[config.mk]
export PLATFORM = sky130hd
export DESIGN_NAME = ap_acc_seq
export DESIGN_NICKNAME = d
export VERILOG_FILES = /design/src/rtl/ap_acc_seq.sv
export SDC_FILE = /design/constraint.sdc
export NUM_CORES = 1
export LEC_CHECK = 0
export ABC_AREA = 1
export BUFFER_PORTS_ARGS = -buffer_cell sky130_fd_sc_hd__buf_2
export CORE_MARGIN = 2
export CORE_UTILIZATION = 55
export DETAILED_ROUTE_END_ITERATION = 7
export PLACE_DENSITY = 0.88
export SLEW_MARGIN = 20
export SYNTH_ARGS = -nofsm -noshare
export SYNTH_HDL_FRONTEND = slang
export SYNTH_SLANG_ARGS = --single-unit
[constraint.sdc]
create_clock -name clk -period 2.7 [get_ports clk]
set_input_delay 0.135 -clock clk [delete_from_list [all_inputs] [get_ports clk]]
set_output_delay 0.135 -clock clk [all_outputs]
set_load 0.02 [all_outputs]
[src/rtl/ap_acc_seq.sv]
// Saturating accumulate sequencer: reduces a len-operand valid/ready stream to one signed sum.
// Optional macro AP_ACC_BIAS_EN adds a bias port that seeds the accumulator at job start.

module ap_adder #(
    parameter int W = 68
) (
    input  logic [W-1:0] a,
    input  logic [W-1:0] b,
    output logic [W-1:0] sum
);
    assign sum = a + b;
endmodule

module ap_acc_seq #(
    parameter int W     = 68,
    parameter int LEN_W = 16
) (
    input  logic                clk,
    input  logic                rst,
    input  logic                start,
    input  logic [LEN_W-1:0]    len,
    output logic                busy,
    input  logic                in_valid,
    output logic                in_ready,
    input  logic signed [W-1:0] in_data,
    output logic                out_valid,
    input  logic                out_ready,
    output logic signed [W-1:0] out_data,
    output logic                out_sat
`ifdef AP_ACC_BIAS_EN
    ,
    input  logic signed [W-1:0] bias
`endif
);
    localparam logic [1:0] S_IDLE = 2'd0;
    localparam logic [1:0] S_ACC  = 2'd1;
    localparam logic [1:0] S_DONE = 2'd2;

    localparam logic [W-1:0] SMAX = {1'b0, {(W-1){1'b1}}};
    localparam logic [W-1:0] SMIN = {1'b1, {(W-1){1'b0}}};

    logic [1:0]       state;
    logic [W-1:0]     acc;
    logic [LEN_W-1:0] cnt;
    logic             sat;

    logic [W-1:0] sum_raw;
    logic [W-1:0] sum_sat;
    logic         pos_ovf;
    logic         neg_ovf;
    logic [W-1:0] acc_init;

    ap_adder #(.W(W)) u_add (
        .a   (acc),
        .b   (in_data),
        .sum (sum_raw)
    );

    // Overflow only possible when both operands share a sign and the result flips it.
    assign pos_ovf = ~acc[W-1] & ~in_data[W-1] &  sum_raw[W-1];
    assign neg_ovf =  acc[W-1] &  in_data[W-1] & ~sum_raw[W-1];

    always_comb begin
        sum_sat = sum_raw;
        if (pos_ovf)
            sum_sat = SMAX;
        else if (neg_ovf)
            sum_sat = SMIN;
    end

`ifdef AP_ACC_BIAS_EN
    assign acc_init = bias;
`else
    assign acc_init = '0;
`endif

    always_ff @(posedge clk) begin
        if (rst) begin
            state <= S_IDLE;
            acc   <= '0;
            cnt   <= '0;
            sat   <= 1'b0;
        end else begin
            case (state)
                S_IDLE: begin
                    if (start) begin
                        acc   <= acc_init;
                        sat   <= 1'b0;
                        cnt   <= len;
                        state <= (len == '0) ? S_DONE : S_ACC;
                    end
                end
                S_ACC: begin
                    if (in_valid) begin
                        acc <= sum_sat;
                        sat <= sat | pos_ovf | neg_ovf;
                        cnt <= cnt - 1'b1;
                        if (cnt == LEN_W'(1))
                            state <= S_DONE;
                    end
                end
                S_DONE: begin
                    if (out_ready)
                        state <= S_IDLE;
                end
                default: state <= S_IDLE;
            endcase
        end
    end

    // acc/sat only change on job start or transfer, so they hold the last result through IDLE.
    assign out_data  = acc;
    assign out_sat   = sat;
    assign out_valid = (state == S_DONE);
    assign in_ready  = (state == S_ACC);
    assign busy      = (state != S_IDLE);

endmodule

After elaboration in Yosys (flattened, before gate mapping)

Index checks and enable logic that the tools add are counted.

Add/sub/neg operators: 2
Equal/unequal tests: 7
Muxes and demuxes: 17
Bitwise operators: 9
Reduce and logical (&&, ||, !) cells: 6

Operator list:

| kind                    | number |
|---|---|
| $mux W68                | 4 |
| $pmux W68 S2            | 1 |
| $add A68 B68 Y68        | 1 |
| $mux W16                | 2 |
| $pmux W16 S2            | 1 |
| $eq A16 B1 Y1 const B   | 1 |
| $logic_not A16 Y1       | 1 |
| $sub A16 B1 Y16 const B | 1 |
| $mux W2                 | 5 |
| $pmux W2 S3             | 1 |
| $and A1 B1 Y1           | 4 |
| $ne A2 B1 Y1 const B    | 2 |
| $ne A2 B2 Y1 const B    | 2 |
| $reduce_and A4 Y1       | 1 |
| $reduce_bool A2 Y1      | 2 |
| $not A1 Y1              | 3 |
| $reduce_and A3 Y1       | 1 |
| $eq A2 B1 Y1 const B    | 1 |
| $eq A2 B2 Y1 const B    | 1 |
| $logic_not A2 Y1        | 1 |
| $mux W1                 | 2 |
| $or A1 B1 Y1            | 2 |
| $pmux W1 S2             | 1 |

Flip-flop bits (word level): 87
Input port bits: 89
Output and inout bits: 72
Word-level logic and storage cells: 45

Depth between registers and ports, before layout

Word-level depth: 7
Depth in mapped cells: 21
Mapped depth without buffers: 19

By module

A second synthesis with hierarchy kept.

Cell total of the unflattened synthesis: 1763
Area total of the unflattened synthesis: 9654.3 µm²

Modules (own cells, without submodules):

| module     | times used | cells each | area an instance (µm²) | seq. area each (µm²) |
|---|---|---|---|---|
| ap_adder   | 1          | 1215       | 5838.1                 | 0.0 |
| ap_acc_seq | 1          | 548        | 3816.2                 | 1741.7 |

Worst setup path after synthesis

No wires, ideal clock.

Path type: register to register
Start: register acc[0] (netlist: out_data[0])
End: register acc[46] (netlist: out_data[46])
Setup time: 117 ps
Arrival time: 2209 ps
Data required time: 2583 ps
Path slack: 374 ps
Cell stages (with the launch flop): 15
Path buffers: 0
Clock period less this slack: 2326 ps
Cells stage by stage: dfxtp_1 -> ha_1 -> fa_1 -> nand2_1 -> o21ai_2 -> a21boi_1 -> o21ai_0 -> nand2_1 -> nand2_1 -> nand2_1 -> nand2_1 -> xnor2_1 -> nor2_2 -> nor2_1 -> nor2_1

Longest elaborated chain between the ends: 7
Elaborated cells between the ends (all ways): 8
Those cells by class: add/sub: 1; mux: 4; bitwise: 3

RTL lines:

| what                   | line | text |
|---|---|---|
| start, declared        | 43   | `logic [W-1:0] acc;` |
| start signal, assigned | 87   | `acc <= acc_init;` |
| start signal, assigned | 95   | `acc <= sum_sat;` |
| $add A68 B68 Y68 (*)   | 11   | `assign sum = a + b;` |
| $not A1 Y1             | 61   | `assign neg_ovf = acc[W-1] & in_data[W-1] & ~sum_raw[W-1];` |
| $and A1 B1 Y1          | 61   |  |
| $mux W68               | 67   | `else if (neg_ovf)` |
| $mux W68 (*)           | 65   | `if (pos_ovf)` |
| $mux W68 (*)           | 94   | `if (in_valid) begin` |
| $pmux W68 S2 (*)       | 84   | `case (state)` |

Every way passes the cells marked *; elsewhere a longest branch is shown, timed or not. The select of a mux whose other input is x is not followed.
A chain may end at the register's enable or synchronous reset.

Worst setup path in the final report

Start: register acc[32] (netlist: out_data[32])
End: register acc[41] (netlist: out_data[41])

Same word-level chain as after synthesis.

==> reports/metrics.cfg <==
[run_status]
status = complete, but fails checks
violations = setup timing

[layout]
final_common_cell = nand2_1
area_delta_synth_final_pct = 25.8
final_cell_mix = nand2_1, nor2_1, inv_1
antenna_cells = 0
fin_nets = 2007
post-route-util_pct = 71.2
drive_gt1_share_pct = 22.3

[clock_tree]
htree_levels = 3
cts_inserted_buffers = 9
cts_tree = built
holdBufCountCts = 0
clk_pin_slew_worst_paths_ps = 80
clock_path_buffers = 2
cts-root-buf = clkbuf_16
cts.sinks = 87
clk_latency_ps = 370

[synthesis]
synth_xor_area_share_pct = 4.44
synth_compound_area_share_pct = 15.4
synth_area_um2 = 9460
synth_top_family_by_area = simple AND/OR/NAND/NOR gates
yosys_warnings = 0
synth_cell_types = 46
synth-edff-count = 0
synthAdderAreaFrac_pct = 9.60
synth_top_area_share_pct = 18.4
ys.flop_type = dfxtp_1
synthMuxAreaShare_pct = 0
synth_area_leaders = dfxtp_1, nand2_1, nor2_1
yosys.area_share.simple_pct = 41.8
syn-num-nets = 1810
ys_seq_elements = 87
ys_async_sr_fraction_pct = 0
yosysTopAreaCell = dfxtp_1
synth.avg_cell_area_um2 = 5.74
syn_inst = 1649
ys_seq_area_share_pct = 18.4

[power_and_ir_drop]
pwr-share-seq_pct = 22.4
peakVddDrop_uv = 797
pwr-share-comb_pct = 60.8
p_int_mw = 4.23
power_density_nw_per_um2 = 710
p_sw_share_pct = 49.9
p_sw_mw = 4.22
clkPwrFrac_pct = 16.8
cellLeakagePower_nw = 6.00

[job]
drv_cap = 0

[hold_path]
hp-class = in -> reg

[critical_path]
path_class = reg -> reg
worstPathMaxFanout = 16
arrival_ps = 2940
cp-end-kind = register
cp-start-kind = register
worstPathRequired_ps = 2940

[sta]
fin_ws_ps = -0.271
fin_crit_sh_pct = 100
finalClockSkew_ps = 11.4
period_needed_ps = 2700
drv_slew = 0
relSlewSlack_pct = 59.2
finalHoldViolations = 0
fmax_mhz = 370
tightest_slew_ps = 606
setup_viol = 1
setup-tns-final_ps = -0.271

[detailed_routing]
wl_um = 34800
firstDrtPassIters = 7
ant_nets = 0
via_per_inst = 5.58
wl_per_cell_um = 16.8
vias = 11500
drtIter0Drc = 1003
drc = 0

[place]
dp_hpwl_um = 26300
place_congestion = 1.04
portBuffers = 160

[global_routing]
track_usage_pct = 35.0
grt_overflow_total = 0
grt_antenna_before_repair = 0
grt_pass1_wl_um = 50800
grt_max_degree = 44
grt_pass1_vias = 10200

[floorplanning]
die_width_um = 135
rows = 47
die-height_um = 135
initial_core_util_pct = 56.6
coreArea_um2 = 16700
pin_count = 161
die_area_um2 = 18300

==> per-layer routing <==
metal / GRT usage [%] / up-vias / part of all wire (%)
met1: 46.7 / 5219 / 41
met5: 0 / - / 0
met4: 10.9 / 0 / 3.8
met2: 58.0 / 586 / 46
met3: 5.65 / 103 / 9.1
li1: - / 5640 / -
==> stage by stage <==
stage	hold WS (ps)	total power, mW	cells	setup slack [ps]	instance area, um2
after floorplan	294	5.09	1649	374	9460
after global placement	421	6.40	2043	138	10800
after detailed placement	428	6.48	2043	-7.38	10800
after CTS	57.9	7.91	2059	74.1	11100
after global routing	80.4	9.02	2071	-76.2	11900
final	51.9	8.45	2071	-0.271	11900
==> repair_timing <==
action / in CTS / in global routing
setup endpoints to repair: 1 / 67
pin swaps: 1 / 15
gates cloned: 0 / 2
setup buffers: 0 / 10
resized for setup: 1 / 102
==> registers in the layout (all words and copies together), names as in the netlist <==
name,cells
out_sat,1
state,2
out_data,68
cnt,16
==> synth_stat cells, types with 12 or more instances <==
master / number
nor2_1: 343
xnor2_1: 25
nand3b_1: 18
nor2_2: 48
xor2_1: 23
inv_2: 13
clkbuf_1: 20
o21bai_1: 15
a21oi_1: 116
o21ai_0: 73
inv_1: 185
dfxtp_1: 87
nor3_1: 19
nand2_2: 12
ha_1: 71
nand2_1: 432
nand3_1: 48
==> path summary, 6_finish.rpt <==
| path | from | to | slack (ps) | depth (start not counted) |
|---|---|---|---|---|
| setup / recovery | out_data[32] | out_data[41] | -0.3 | 15 |
| hold / removal | len[3] | cnt[3] | 50 | 3 |
| setup reg to reg | out_data[32] | out_data[41] | -0.3 | 15 |
| hold reg to reg | cnt[14] | cnt[14] | 470 | 2 |
==> critical path, stage by stage (launching register included) <==
cell and delay (ps):
dfxtp_2 340, ha_1 320, inv_1 100, o21bai_1 140
a21oi_2 230, nand2_2 100, a21oi_2 140, nand2_2 110
nand2_2 130, nand3_2 100, nand4_1 230, buf_6 170
buf_12 170, nand2_1 80, nor2_1 150, nor2_1 70
==> kinds of logic (layout without fill, tap and decap cells) <==
logic type / Yosys count / count (layout)
adder cells (fa/ha/maj): 72 / 72
flip-flops: 87 / 87
AND/OR/NAND/NOR: 946 / 946
buffers and inverters: 236 / 438
XOR/XNOR: 48 / 48
AO/OA/AOI/OAI: 260 / 260
==> power groups by stage <==
stage | registers, mW | clock network [mW] | logic, mW
detailed placement | 1.86 | 0 | 4.62
global route | 1.93 | 1.48 | 5.61
CTS | 1.84 | 1.42 | 4.65
floorplan | 2.04 | 0 | 3.04
global placement | 1.85 | 0 | 4.55
finish | 1.89 | 1.42 | 5.14
==> layout make-up <==
type / count / area [um2]
clock inverters: 7 / 88.8
multi-input cells: 1326 / 7410
well taps: 220 / 275
flip-flops and latches: 87 / 1750
repair buffers: 224 / 1410
inverters: 198 / 743
fillers: 1423 / 4800
clock buffers: 9 / 225
No activity file was read; power rests on OpenSTA's default activity.
